$ cat src/rtl/serial_rx_pkg.sv
// Shared types and constants for the serial word receiver.
// SERIAL_RX_PARITY_EN adds the PARITY state to the FSM encoding.
package serial_rx_pkg;

  localparam int WORD_W = 4;
  localparam int CNT_W  = $clog2(WORD_W);

  typedef enum logic [1:0] {
    ST_IDLE   = 2'd0,
    ST_DATA   = 2'd1,
`ifdef SERIAL_RX_PARITY_EN
    ST_PARITY = 2'd2,
`endif
    ST_STOP   = 2'd3
  } rx_state_t;

  // Even parity across data and parity bit: a result of 1 means mismatch.
  function automatic logic parity_mismatch(input logic [WORD_W-1:0] data, input logic par);
    return ^{data, par};
  endfunction

endpackage

$ cat src/rtl/shift_in_reg.sv
// Serial-in / parallel-out register; bits enter at the MSB and move
// towards the LSB, so the first bit shifted in ends up in bit 0.
module shift_in_reg #(
  parameter int W = 4
) (
  input  logic         clk,
  input  logic         clr,
  input  logic         en,
  input  logic         din,
  output logic [W-1:0] dout
);

  // Shift one bit per enable; asynchronous clear empties the register.
  always_ff @(posedge clk or posedge clr) begin
    if (clr) begin
      dout <= '0;
    end else if (en) begin
      dout <= {din, dout[W-1:1]};
    end
  end

endmodule

$ cat src/rtl/serial_word_receiver.sv
// Strobe-sampled serial receiver: start bit, WORD_W data bits LSB first,
// optional even parity bit, stop bit. Delivers words through a one-entry
// q/valid holding register with ack-based consumption and sticky error flags.
// Define SERIAL_RX_PARITY_EN to include the parity bit in each frame.
module serial_word_receiver
  import serial_rx_pkg::*;
(
  input  logic              c,
  input  logic              rst,
  input  logic              sin,
  input  logic              bit_en,
  input  logic              ack,
  input  logic              err_clr,
  output logic [WORD_W-1:0] q,
  output logic              valid,
  output logic              frame_err,
  output logic              overrun,
  output logic              parity_err
);

  localparam logic [CNT_W-1:0] LAST_BIT = CNT_W'(WORD_W - 1);

  rx_state_t         state;
  logic [CNT_W-1:0]  bit_cnt;
  logic [WORD_W-1:0] word;
  logic              shift_en;
  logic              stop_strobe;
  logic              parity_bad;
  logic              good_word;

`ifdef SERIAL_RX_PARITY_EN
  logic par_bit;
  logic par_err_q;
`endif

  shift_in_reg #(.W(WORD_W)) u_shift (
    .clk  (c),
    .clr  (rst),
    .en   (shift_en),
    .din  (sin),
    .dout (word)
  );

  // Decode the strobe in the current state into shift, stop and delivery events.
  always_comb begin
    shift_en    = bit_en && (state == ST_DATA);
    stop_strobe = bit_en && (state == ST_STOP);
`ifdef SERIAL_RX_PARITY_EN
    parity_bad  = parity_mismatch(word, par_bit);
`else
    parity_bad  = 1'b0;
`endif
    good_word   = stop_strobe && sin && !parity_bad;
  end

  // Frame FSM plus the output holding register and sticky flags; a flag set
  // is written after the clear so a same-cycle error wins over err_clr.
  always_ff @(posedge c or posedge rst) begin
    if (rst) begin
      state     <= ST_IDLE;
      bit_cnt   <= '0;
      q         <= '0;
      valid     <= 1'b0;
      frame_err <= 1'b0;
      overrun   <= 1'b0;
`ifdef SERIAL_RX_PARITY_EN
      par_bit   <= 1'b0;
      par_err_q <= 1'b0;
`endif
    end else begin
      if (bit_en) begin
        case (state)
          ST_IDLE: begin
            if (!sin) begin
              state   <= ST_DATA;
              bit_cnt <= '0;
            end
          end
          ST_DATA: begin
            bit_cnt <= bit_cnt + 1'b1;
            if (bit_cnt == LAST_BIT) begin
`ifdef SERIAL_RX_PARITY_EN
              state <= ST_PARITY;
`else
              state <= ST_STOP;
`endif
            end
          end
`ifdef SERIAL_RX_PARITY_EN
          ST_PARITY: begin
            par_bit <= sin;
            state   <= ST_STOP;
          end
`endif
          ST_STOP: begin
            state <= ST_IDLE;
          end
          default: begin
            state <= ST_IDLE;
          end
        endcase
      end

      if (err_clr) begin
        frame_err <= 1'b0;
        overrun   <= 1'b0;
`ifdef SERIAL_RX_PARITY_EN
        par_err_q <= 1'b0;
`endif
      end

      if (good_word) begin
        if (!valid || ack) begin
          q     <= word;
          valid <= 1'b1;
        end else begin
          overrun <= 1'b1;
        end
      end else if (ack && valid) begin
        valid <= 1'b0;
      end

      if (stop_strobe && !sin) begin
        frame_err <= 1'b1;
      end

`ifdef SERIAL_RX_PARITY_EN
      if (stop_strobe && sin && parity_bad) begin
        par_err_q <= 1'b1;
      end
`endif
    end
  end

`ifdef SERIAL_RX_PARITY_EN
  assign parity_err = par_err_q;
`else
  assign parity_err = 1'b0;
`endif

endmodule
$ cat config.mk
export PLATFORM = sky130hd
export DESIGN_NAME = serial_word_receiver
export DESIGN_NICKNAME = d
export VERILOG_FILES = /design/src/rtl/serial_rx_pkg.sv /design/src/rtl/shift_in_reg.sv /design/src/rtl/serial_word_receiver.sv
export SDC_FILE = /design/constraint.sdc
export NUM_CORES = 1
export LEC_CHECK = 0
export ABC_AREA = 1
export BUFFER_PORTS_ARGS = -buffer_cell sky130_fd_sc_hd__buf_2
export CAP_MARGIN = 0
export CORE_ASPECT_RATIO = 1.25
export CORE_MARGIN = 3
export CORE_UTILIZATION = 30
export DETAILED_ROUTE_END_ITERATION = 7
export MAX_ROUTING_LAYER = met4
export SYNTH_ARGS = -nofsm -noshare
export SYNTH_HDL_FRONTEND = slang
export SYNTH_SLANG_ARGS = --single-unit
$ cat constraint.sdc
create_clock -name c -period 1.2 [get_ports c]
set_input_delay 0.24 -clock c [delete_from_list [all_inputs] [get_ports c]]
set_output_delay 0.24 -clock c [all_outputs]
set_load 0.02 [all_outputs]
# Word-level counts from Yosys, hierarchy flattened

Cells that the tools add are included.

Register bits: 15
Bits of input ports: 6
Output and inout bits: 8
Logic and storage cells: 43

Add/subtract/negate cells: 1
Eq/ne operators: 6
Muxes and demuxes: 13
Reduce and logical (&&, ||, !) cells: 16

Operators with widths:

| operator              | count |
|---|---|
| $mux W1               | 8 |
| $pmux W2 S2           | 2 |
| $mux W2               | 3 |
| $reduce_and A3 Y1     | 2 |
| $reduce_bool A2 Y1    | 3 |
| $logic_and A1 B1 Y1   | 5 |
| $eq A2 B2 Y1 const B  | 2 |
| $ne A2 B1 Y1 const B  | 2 |
| $reduce_and A2 Y1     | 2 |
| $add A2 B1 Y2 const B | 1 |
| $eq A2 B1 Y1 const B  | 1 |
| $logic_not A1 Y1      | 2 |
| $logic_not A2 Y1      | 1 |
| $ne A2 B2 Y1 const B  | 1 |
| $logic_or A1 B1 Y1    | 1 |

# Logic depth before layout (Yosys ltp)

Gate-level depths: netlist of the first run.

Word-level depth: 5
Mapped depth: 6
Depth with buffers taken out: 5

# Hierarchy

From an unflattened synthesis of the first run, not the netlist that was laid out.

Cells, all modules: 75
Area, all modules: 639.4 um^2

Modules (own cells, without submodules):

| module               | times used | cells each | area an instance (um^2) | sequential area each (um^2) |
|---|---|---|---|---|
| serial_word_receiver | 1          | 57         | 486.7                   | 275.3 |
| shift_in_reg         | 1          | 18         | 152.6                   | 100.1 |

# Worst setup path after synthesis of the first run

OpenSTA, ideal clock, no wires.

Kind: register to register
Start: register valid
End: register q[0]
Library setup time: 0.117 ns
Arrival: 0.848 ns
Data required time: 1.083 ns
Path slack: 0.235 ns
Cell stages (with the launch flop): 5
Path buffers: 0
Period minus slack after synthesis: 0.965 ns
Path through: dfrtp_1 nand2_1 nand3_2 nand2_1 nand2_1

Longest elaborated chain between the ends: 3

Ends and longest elaborated chain:

| element                            | line                        | text |
|---|---|---|
| from (decl)                        | serial_word_receiver.sv:15  | `output logic valid,` |
| from (signal assigned)             | serial_word_receiver.sv:63  | `valid <= 1'b0;` |
| from (signal assigned)             | serial_word_receiver.sv:115 | `valid <= 1'b1;` |
| from (signal assigned)             | serial_word_receiver.sv:120 | `valid <= 1'b0;` |
| $logic_not A1 Y1                   | serial_word_receiver.sv:113 | `if (!valid \|\| ack) begin` |
| $logic_or A1 B1 Y1                 | serial_word_receiver.sv:113 |  |
| $reduce_and A2 Y1 (no source line) | -                           |  |
| to (signal assigned)               | serial_word_receiver.sv:114 | `q <= word;` |
| to (decl)                          | serial_word_receiver.sv:14  | `output logic [WORD_W-1:0] q,` |

Every way passes these cells.
A chain may end at the register's enable or synchronous reset.

# Worst setup path after layout of the first run

Start: register frame_err
End: output port frame_err

RTL lines:

| element                | line                        | text |
|---|---|---|
| from (decl)            | serial_word_receiver.sv:16  | `output logic frame_err,` |
| from (signal assigned) | serial_word_receiver.sv:64  | `frame_err <= 1'b0;` |
| from (signal assigned) | serial_word_receiver.sv:105 | `frame_err <= 1'b0;` |
| from (signal assigned) | serial_word_receiver.sv:124 | `frame_err <= 1'b1;` |

No word-level cell between the ends.

==> flow_summary.yaml, run 1 <==
status:
  status: "completed"
die:
  die_y_um: 57.9
  core_um2: 2000
  die_w_um: 47.5
  rows: 18
  start_util_pct: 32.2
  ioPinCount: 14
  dieArea_um2: 2750
yosys:
  syn_area_um2: 646
  synth_area_leaders: "dfrtp_1, nand2_1, nand3_1"
  synth_nets: 79
  yosysWarnings: 0
  synth_seq_area_share_pct: 58.1
  synth_cells: 72
  synth_top_area_cell: "dfrtp_1"
  synth-seq-cells: 15
  synth_cell_type_count: 12
  synth_area_per_cell_um2: 8.97
  yosys.area.top_type_share_pct: 58.1
grt:
  grt_usage_pct: 9.60
  grt_max_degree: 16
  grt_pass1_wl_mm: 1.77
  grt_pass1_vias: 457
  grt.overflow.total: 0
  grt_antenna_before_repair: 0
detailed_routing:
  routedWlPerCell_um: 10.4
  wl_met2_um: 542
  ant_nets: 0
  wl_met1_um: 541
  drc: 0
  drt-vias-per-instance: 4.53
  met3_length_um: 40
  route.top_layer_used: "met3"
  detail_route.first_pass.iterations: 4
  drt_iter0_markers: 10
  vias: 489
  wirelength_mm: 1.12
pwr:
  power_frac_clock_pct: 21.3
  switching_share_pct: 33.4
  peakVddDrop_mv: 0.610
  power_frac_seq_pct: 54.5
  p_int_mw: 0.890
  p_switching_mw: 0.446
  power_density_nw_per_um2: 1760
  p_leak_nw: 0.422
  p_comb_share_pct: 24.2
layout:
  drive_gt1_share_pct: 22.7
  area_delta_synth_final_pct: 17.6
  fillers: 208
  nNetsFinal: 96
  fin_util_pct: 37.9
  final_common_cell: "nand2_1"
  diodes: 0
  final_cell_mix: "nand2_1, dfrtp_1, buf_2, nand3_1, inv_1"
  final_cell_area_um2: 759
worst_setup_path:
  worstPathMaxFanout: 2
  reg2reg_from: "state[1]"
  slowest_stage: "dfrtp_1"
  path_delay_family: "flip-flops"
  cp.arrival_ns: 0.83
  required_ns: 0.96
  worstPathCellList: "buf_2"
  startpoint_type: "flip-flop"
  crit_start: "frame_err"
  critPathMaxStageDelay_ns: 0.39
  worst-path-buf-inv: 1
  critPathCaptureType: "output pin"
  crit_type: "flip-flop to output pin"
timing:
  layout_min_cycle_time_ns: 1.07
  final_hold_viol_count: 0
  finalClockSkew_ns: 0.0121
  fmax_mhz: 935
  rsz0062_at_grt: "false"
  setup_tns_ns: 0
  fin_crit_sh_pct: 89.1
  slew_viol_final: 0
  finalSetupViolCount: 0
  fin_hold_ws_ns: 0.199
place:
  place_congestion: 0.765
  io_buffers: 12
  postPlaceCellArea_um2: 723
  dp_hpwl_um: 860
clock_tree:
  cts_tree: "built"
  cts-root-buf: "clkbuf_4"
  cts_buffer_depth: 2
  htreeDepth: 1
  clock-sinks: 15
  worstSkewPairLatency_ns: 0.28
  numCtsBuffers: 3
  cts.reportedPaths.clkPinSlew_ns: 0.09
  cts_setup_buffers: 0
min_path:
  hold_path_class: "input pin to flip-flop"
  holdCritStartpoint: "err_clr"
flow_run:
  cap_violations: 0
worst paths after layout:
path | end | depth (start not counted) | slack (ns)
worst max-delay path | frame_err | 1 | 0.13
min in group asynchronous | q[3] | 4 | 0.49
worst max register to register | u_shift.dout[3] | 4 | 0.16
worst min register to register | q[3] | 2 | 0.48
max in group asynchronous | bit_cnt[0] | 4 | 0.53
worst min-delay path | overrun | 4 | 0.20
Yosys cell counts, drive strengths merged:
library cell	n
buf	2
o21ai	7
nand3	11
inv	6
nand2	26
dfrtp	15
conb	1
ha	1
nor2	3
cells by family after synthesis:
logic type	synth area share (%)
and+or+nand+nor	28.1
DFF	58.1
buffers and inverters	5.81
AOI/OAI and AO/OA	5.43
adders and majority gates	1.94
other	0.581
power groups by stage:
stage / logic, mW / clock network, mW / registers (mW)
floorplan: 0.189 / 0 / 0.772
global placement: 0.317 / 0 / 0.740
detailed placement: 0.328 / 0 / 0.738
CTS: 0.332 / 0.298 / 0.729
global route: 0.383 / 0.308 / 0.750
finish: 0.323 / 0.285 / 0.728
metrics by stage:
stage | cells | worst slack (ns) | power [mW]
5_1_grt | 108 | 0.0826 | 1.44
6_report | 108 | 0.130 | 1.34
2_1_floorplan | 72 | 0.235 | 0.962
3_5_place_dp | 103 | 0.192 | 1.07
4_1_cts | 108 | 0.115 | 1.36
3_3_place_gp | 103 | 0.182 | 1.06
flip-flops by register name (all words and copies together), names as in the netlist:
register / flops
overrun: 1
valid: 1
state: 2
q: 4
u_shift.dout: 4
bit_cnt: 2
frame_err: 1
metal layers:
metal,GRT usage (%),up-vias
li1,-,256
met5,-,-
met4,8.30,0
met1,11.6,222
met3,0.932,0
met2,13.6,11
timing repair:
action | 4_1_cts | 5_1_grt
hold buffers | 1 | 0
gates resized for setup | 0 | 0
endpoints found under the hold margin | 15 | 0
area by class of cell:
class,count,area (um2),area share (%)
tap,20,25.0,3.29
sequential,15,375,49.4
inverter,6,22.5,2.97
clock buffer,4,26.3,3.46
multi-input combinational,49,233,30.6
timing repair buffer,14,77.6,10.2
Power figures use the tool's default switching activity.
==> run 2: changes to the inputs <==
- CORE_UTILIZATION: 30 -> 27
- CTS_CLUSTER_DIAMETER: not set -> 50
- clock period: 1.2 -> 0.9 ns (I/O delays scaled with it)
==> run 2 against run 1 <==
The flow now finishes with violations (negative setup slack). Count of clock-buffer cells in the layout is the same. Sequential share of layout area fell by 12 points. Worst hold slack lost 0.049 ns. Non-clock buffer count increased by 13. Critical path type unchanged. Largest cell class unchanged.
==> flow_summary.yaml, run 2 (same netlist as run 1, synthesis figures left out) <==
status:
  status: "finished, violations left"
  violations: "negative setup slack"
detailed_routing:
  vias: 578
  drt-vias-per-instance: 4.38
  wirelength_mm: 1.36
  routedWlPerCell_um: 10.3
  drc: 0
  detail_route.first_pass.iterations: 3
  ant_nets: 0
  drt_iter0_markers: 7
worst_setup_path:
  required_ns: 0.72
  slowest_stage: "dfrtp_2"
  worstPathCellList: "buf_6"
  worst-path-buf-inv: 1
  critPathMaxStageDelay_ns: 0.41
  crit_type: "flip-flop to output pin"
  critPathCaptureType: "output pin"
  startpoint_type: "flip-flop"
  cp.arrival_ns: 0.83
  worstPathMaxFanout: 2
  path_delay_family: "flip-flops"
clock_tree:
  numCtsBuffers: 3
  cts.reportedPaths.clkPinSlew_ns: 0.09
  cts_tree: "built"
  cts_buffer_depth: 2
  worstSkewPairLatency_ns: 0.28
  cts-root-buf: "clkbuf_4"
  htreeDepth: 1
  clock-sinks: 15
die:
  start_util_pct: 28.9
  die_y_um: 60.7
  dieArea_um2: 3020
  die_w_um: 49.7
  rows: 19
  core_um2: 2230
  ioPinCount: 14
grt:
  grt_antenna_before_repair: 0
  grt_pass1_vias: 586
  grt.overflow.total: 0
  grt_usage_pct: 10.4
  grt_max_degree: 16
  grt_pass1_wl_mm: 2.32
pwr:
  switching_share_pct: 33.7
  power_frac_seq_pct: 46.9
  p_leak_nw: 0.519
  p_comb_share_pct: 34.9
  peakVddDrop_mv: 0.981
  p_int_mw: 1.41
  power_frac_clock_pct: 18.2
  p_switching_mw: 0.717
  power_density_nw_per_um2: 2110
layout:
  area_delta_synth_final_pct: 56.2
  reg_top3: "q: 4 flops, u_shift.dout: 4 flops"
  final_cell_mix: "nand2_1, dfrtp_1, buf_4, buf_6, nand3_1"
  diodes: 0
  fillers: 226
  drive_gt1_share_pct: 50.5
  final_common_cell: "nand2_1"
  multiInputGateArea_um2: 313
  final_cell_area_um2: 1010
  nNetsFinal: 109
  regArea_um2: 378
place:
  pre_cts_ws_ns: -0.0686
  place_congestion: 0.705
  dp_hpwl_um: 941
  postPlaceCellArea_um2: 773
  io_buffers: 12
timing:
  fin_crit_sh_pct: 112
  finalClockSkew_ns: 0.00158
  finalSetupViolCount: 20
  slew_viol_final: 0
  fin_ws_ns: -0.106
  fmax_mhz: 994
  rsz0062_at_grt: "true"
  layout_min_cycle_time_ns: 1.01
  final_hold_viol_count: 0
min_path:
  hold_path_class: "input pin to flip-flop"
flow_run:
  cap_violations: 0
## run 2: power by group through the flow
stage	registers [mW]	clock network (mW)	logic [mW]
6_report	0.997	0.386	0.742
5_1_grt	1.02	0.429	0.826
3_5_place_dp	0.986	0	0.482
3_3_place_gp	0.976	0	0.468
2_1_floorplan	1.03	0	0.257
4_1_cts	0.992	0.396	0.669
## run 2: cell type report
type / instances / area share (%)
sequential: 15 / 37.5
timing repair buffer: 27 / 22.8
tap: 31 / 3.85
inverter: 6 / 2.23
clock buffer: 4 / 2.61
multi-input combinational: 49 / 31.0
## run 2: what timing repair did
| item | 4_1_cts | 5_1_grt |
|---|---|---|
| hold buffers | 1 | 0 |
| setup endpoints to repair | 20 | 22 |
| setup buffers | 5 | 4 |
| gates resized for setup | 27 | 14 |
| endpoints found under the hold margin | 15 | 0 |
| pin swaps | 2 | 5 |
## run 2: worst min-delay path, stage by stage
cell and delay [ns]:
buf_2 0.07, inv_1 0.04, nand2_1 0.06, o21ai_2 0.05
## run 2: metrics by stage
stage	hold WS, ns	std cells	power [mW]	TNS (ns)	utilization, %
2_1_floorplan	0.0814	72	1.29	0	-
3_5_place_dp	0.193	118	1.47	-0.627	34.6
6_report	0.151	132	2.13	-1.25	45.1
3_3_place_gp	0.186	118	1.44	-0.324	34.6
4_1_cts	0.145	128	2.06	-1.12	41.4
5_1_grt	0.177	132	2.27	-2.31	45.1
## run 2: final timing paths
check,start,to,slack (ns),depth (start not counted)
worst max-delay path,valid,valid,-0.11,1
worst min-delay path,err_clr,overrun,0.15,4
worst max register to register,state[1],u_shift.dout[3],-0.08,4
worst min register to register,u_shift.dout[0],u_shift.dout[0],0.50,2
max in group asynchronous,rst,valid,0.28,4
min in group asynchronous,rst,overrun,0.43,4
## run 2: routing by layer
metal / track usage, % / part of all wire [%] / up-vias
met5: - / 0 / -
met4: 7.11 / 3.4 / 0
met3: 1.97 / 4.3 / 5
met2: 18.5 / 51 / 15
met1: 10.4 / 41 / 272
li1: - / - / 286
